File: src/rtl/forward_stall_ctrl.sv
// forward_stall_ctrl
//
// Purpose:
//   Forwarding and load-use hazard controller for the EX stage of a 5-stage
//   pipeline. It shadows the destination information of the instructions in
//   ID/EX (S1) and EX/MEM (S2). From those it drives the EX operand mux
//   selects and flags load-use stalls.
//   Select encoding: 00 = register file, 01 = EX/MEM result, 10 = MEM/WB result.
//
// Ports:
//   Clk        in   1       pipeline clock, rising edge
//   Reset      in   1       asynchronous, active-high
//   IdValid    in   1       ID stage holds a real instruction
//   IdRs/IdRt  in   ADDR_W  source registers of the ID instruction
//   IdUsesRs/IdUsesRt in 1  ID instruction reads Rs / Rt
//   IdDst      in   ADDR_W  destination register of the ID instruction
//   IdRegWrite in   1       ID instruction writes the register file
//   IdMemRead  in   1       ID instruction is a load
//   Flush      in   1       squash of the ID instruction
//   Stall      out  1       hold PC and IF/ID, bubble ID/EX (combinational)
//   ForwardA/B out  2       EX operand mux selects (registered)
//
// Optional build macro HAZARD_STATS_EN adds:
//   StallCount out  CNT_W   saturating count of stalled edges
//   FwdCount   out  CNT_W   saturating count of advances that forward an operand
module forward_stall_ctrl #(
  parameter int ADDR_W = 5,
  parameter int CNT_W  = 16
) (
  input  logic              Clk,
  input  logic              Reset,
  input  logic              IdValid,
  input  logic [ADDR_W-1:0] IdRs,
  input  logic [ADDR_W-1:0] IdRt,
  input  logic              IdUsesRs,
  input  logic              IdUsesRt,
  input  logic [ADDR_W-1:0] IdDst,
  input  logic              IdRegWrite,
  input  logic              IdMemRead,
  input  logic              Flush,
  output logic              Stall,
  output logic [1:0]        ForwardA,
  output logic [1:0]        ForwardB
`ifdef HAZARD_STATS_EN
  ,
  output logic [CNT_W-1:0]  StallCount,
  output logic [CNT_W-1:0]  FwdCount
`endif
);

  // S1 = ID/EX shadow, S2 = EX/MEM shadow. S2 does not keep the load flag:
  // a load that has reached EX/MEM never causes a stall.
  logic              s1_valid, s1_regwrite, s1_memread;
  logic [ADDR_W-1:0] s1_dst;
  logic              s2_valid, s2_regwrite;
  logic [ADDR_W-1:0] s2_dst;

  logic              adv;
  logic [1:0]        fwd_a_next, fwd_b_next;

  // Register 0 is hard-wired zero, so it is never a forwarding source.
  function automatic logic hit(input logic valid, input logic regwrite,
                               input logic [ADDR_W-1:0] dst,
                               input logic [ADDR_W-1:0] r);
    return valid & regwrite & (dst != '0) & (dst == r);
  endfunction

  // Newest producer wins: EX/MEM (S1) before MEM/WB (S2).
  function automatic logic [1:0] sel(input logic uses, input logic [ADDR_W-1:0] r,
                                     input logic hit1, input logic hit2);
    if (!uses)     return 2'b00;
    else if (hit1) return 2'b01;
    else if (hit2) return 2'b10;
    else           return 2'b00;
  endfunction

  logic hit1_rs, hit1_rt, hit2_rs, hit2_rt;

  always_comb begin
    hit1_rs = hit(s1_valid, s1_regwrite, s1_dst, IdRs);
    hit1_rt = hit(s1_valid, s1_regwrite, s1_dst, IdRt);
    hit2_rs = hit(s2_valid, s2_regwrite, s2_dst, IdRs);
    hit2_rt = hit(s2_valid, s2_regwrite, s2_dst, IdRt);
  end

  // Only a load still in ID/EX can stall; its data is not ready until MEM/WB.
  // Flush forces Stall low so the squashed instruction simply becomes a bubble.
  assign Stall = IdValid & ~Flush & s1_memread &
                 ((IdUsesRs & hit1_rs) | (IdUsesRt & hit1_rt));

  assign adv = IdValid & ~Stall & ~Flush;

  always_comb begin
    fwd_a_next = 2'b00;
    fwd_b_next = 2'b00;
    if (adv) begin
      fwd_a_next = sel(IdUsesRs, IdRs, hit1_rs, hit2_rs);
      fwd_b_next = sel(IdUsesRt, IdRt, hit1_rt, hit2_rt);
    end
  end

  // ID -> EX boundary: shadow pipe advance and select registers
  always_ff @(posedge Clk or posedge Reset) begin
    if (Reset) begin
      s1_valid    <= 1'b0;
      s1_dst      <= '0;
      s1_regwrite <= 1'b0;
      s1_memread  <= 1'b0;
      s2_valid    <= 1'b0;
      s2_dst      <= '0;
      s2_regwrite <= 1'b0;
      ForwardA    <= 2'b00;
      ForwardB    <= 2'b00;
    end else begin
      s2_valid    <= s1_valid;
      s2_dst      <= s1_dst;
      s2_regwrite <= s1_regwrite;
      if (adv) begin
        s1_valid    <= 1'b1;
        s1_dst      <= IdDst;
        s1_regwrite <= IdRegWrite;
        s1_memread  <= IdMemRead;
      end else begin
        s1_valid    <= 1'b0;
        s1_dst      <= '0;
        s1_regwrite <= 1'b0;
        s1_memread  <= 1'b0;
      end
      ForwardA <= fwd_a_next;
      ForwardB <= fwd_b_next;
    end
  end

`ifdef HAZARD_STATS_EN
  function automatic logic [CNT_W-1:0] sat_inc(input logic [CNT_W-1:0] c);
    return (&c) ? c : c + 1'b1;
  endfunction

  logic fwd_event;
  assign fwd_event = adv & ((fwd_a_next != 2'b00) | (fwd_b_next != 2'b00));

  always_ff @(posedge Clk or posedge Reset) begin
    if (Reset) begin
      StallCount <= '0;
      FwdCount   <= '0;
    end else begin
      if (Stall)     StallCount <= sat_inc(StallCount);
      if (fwd_event) FwdCount   <= sat_inc(FwdCount);
    end
  end
`endif

endmodule

File: config.mk
export PLATFORM = sky130hd
export DESIGN_NAME = forward_stall_ctrl
export DESIGN_NICKNAME = d
export VERILOG_FILES = /design/src/rtl/forward_stall_ctrl.sv
export SDC_FILE = /design/constraint.sdc
export NUM_CORES = 1
export LEC_CHECK = 0
export ABC_AREA = 1
export BUFFER_PORTS_ARGS = -buffer_cell sky130_fd_sc_hd__buf_4
export CORE_UTILIZATION = 50
export CTS_CLUSTER_DIAMETER = 200
export DETAILED_ROUTE_END_ITERATION = 10
export PLACE_DENSITY_LB_ADDON = 0.05
export SETUP_SLACK_MARGIN = 0.4
export SYNTH_ARGS = -nofsm -noshare
export SYNTH_HDL_FRONTEND = slang
export SYNTH_SLANG_ARGS = --single-unit
File: constraint.sdc
create_clock -name Clk -period 3.78 [get_ports Clk]
set_input_delay 0.189 -clock Clk [delete_from_list [all_inputs] [get_ports Clk]]
set_output_delay 0.189 -clock Clk [all_outputs]
set_load 0.05 [all_outputs]
==> metrics.txt <==
status=finished, violations left; failing checks=hold timing; largest net degree at the start of global routing=20; GRT Overall Usage=0.217; most frequent cells in the layout=29 x nand2_1, 27 x buf_4, 25 x inv_1; Netlist cell types=13; Num CTS Buffers=3; critical path startpoint category=flop; clock skew=0.00298 ns; leakage power=0.700 nW; HP Class=in2async; first-pass GRT wire length=3130 µm; critical path type=reg2out; minimum clock period=1.87 ns; Pins Over Slew Limit=0; hold bufs inserted after CTS=0; WL final=1840 µm; most common cell after layout, fill and taps aside=nand2_1; Area after DPL=0.00118 mm²; # DRC=0; # IOs=28; fmax=0.536 GHz; post-DP HPWL=1520 µm; worst slew pin tran=0.679 ns; fin crit share=0.494; Finished Cell Area=0.00120 mm²; final setup fails=0; share of cells above drive strength 1=0.212; mapped cell area=953 µm²; max_slew headroom=0.547; remaining antenna violation count after routing=0; crit-path max FO=4; Reg2Reg Depth=10; Final WS setup=1.91 ns; Initial Util=0.540; gpl congestion=0.852; post-synth top area cell=dfrtp_1; Synth top area share=0.499; Mapped Cells=121; # nets final=175; Die H=45.7 µm; Fin. Hold Viols=10; Final TNS setup=0 ns; chip width=45.7 µm; CTS tree=done; max-cap violations=0; WL per Instance=10.5 µm; Pre-Repair DR Iteration Count=4; Final Power=0.368 mW; die area=0.00209 mm²; htree depth=1; vias post-DR=812; clock sink count=19; Worst Setup End Kind=output port; RSZ-0062 raised after global routing=no; number of global-route vias before repair=728; power density cells=306 mW/mm²; IO Port Bufs=27; Antenna diodes=0; number of buffers added for setup after CTS=0; Hold Worst Slack=-0.00321 ns; number of fill cells=169; Layout area overhead=26.1%; # rows=15; DP Worst Slack=2.25 ns; Clock Tree Buf Depth=2; top cells by area, synth=dfrtp_1 50%, nand2_1 11%, inv_1 9.8%, nor2_1 7.5%, xor2_1 7.3%; grt ovf=0; Worst-Skew Late Latency=0.29 ns; Yosys warnings=0; First DRT Iteration DRCs=16; VDD IR-drop max=0.234 mV; sequential fraction of the synthesis area=0.499; register area=475 µm²; via/cell ratio=4.61; FF+latch count, synth=19; CP arrival=1.68 ns; core area=0.00176 mm²; root buf cell=clkbuf_4; Worst EP required=3.59 ns; clock-pin slew on the worst setup and hold paths=0.10 ns; Synth Area per Inst=7.88 µm²; area of the multi-input gates=373 µm²; CTS resizes=0; Syn Nets=144; initial antenna violation count=0
## power breakdown
part	total [mW]	switching (mW)	internal, mW
logic	0.0561	0.0283	0.0278
clock network	0.0964	0.0553	0.0410
registers	0.215	0.00577	0.209
total	0.368	0.0894	0.278
## layout make-up
cell class / instances / share of cell area
Sequential cell: 19 / 0.395
Timing Repair Buffer: 27 / 0.169
Inverter: 25 / 0.0780
Tap cell: 25 / 0.0260
Multi-Input combinational cell: 76 / 0.310
Clock buffer: 4 / 0.0219
## registers in the layout, indices dropped and copies added (netlist names)
name / count
s1_memread: 1
s1_valid: 1
ForwardA: 2
s2_dst: 5
s1_dst: 5
s2_regwrite: 1
ForwardB: 2
s2_valid: 1
s1_regwrite: 1
## per-layer routing
metal  GRT usage  vias to the layer above  share of wire
li1            -                      417              -
met1       0.300                      366           0.46
met2       0.334                       27           0.47
met3      0.0357                        2          0.060
met4      0.0970                        0         0.0054
met5           0                        -              0
## Yosys cell counts
library cell  instances
nand2_1              29
nand3_1               6
nand2_2               1
nor2_2                1
xnor2_1               4
a21oi_1               4
buf_6                 1
dfrtp_1              19
inv_1                25
nor2_1               19
xor2_1                8
nor4_1                1
nand4_1               3
## path summary, 6_finish.rpt
path                               end  startpoint  slack, ns
hold reg to reg               s2_valid    s1_valid       0.38
hold / removal             s2_regwrite       Reset     -0.003
max in group asynchronous    s1_dst[1]       Reset       3.35
setup / recovery                 Stall   s1_dst[3]       1.91
min in group Clk             s1_dst[2]    IdDst[2]       0.11
setup reg to reg           ForwardA[0]   s1_dst[3]       2.26
## through the flow
| step | utilization | instances |
|---|---|---|
| detailed placement | 0.667 | 172 |
| CTS | 0.682 | 176 |
| finish | 0.682 | 176 |
| floorplan | - | 121 |
| global placement | 0.667 | 172 |
| global route | 0.682 | 176 |
## logic make-up (layout without fill, tap and decap cells)
kind of cell              Yosys count  in the layout  share of synthesized area
and+or+nand+nor                    60             60                      0.260
buffers and inverters              26             56                      0.110
DFF                                19             19                      0.499
xor gates and xnor gates           12             12                      0.110
AOI/OAI and AO/OA                   4              4                     0.0210
## worst max-delay path, stage by stage (launching register included)
cell     delay (ns)
dfrtp_1        0.42
inv_1          0.11
nand2_1        0.06
nand2_1        0.08
nand3_1        0.09
nor2_1         0.13
nand3_1        0.10
nand2_1        0.08
nand2_1        0.07
inv_1          0.06
buf_4          0.18
(Power assumes the default switching activity.)
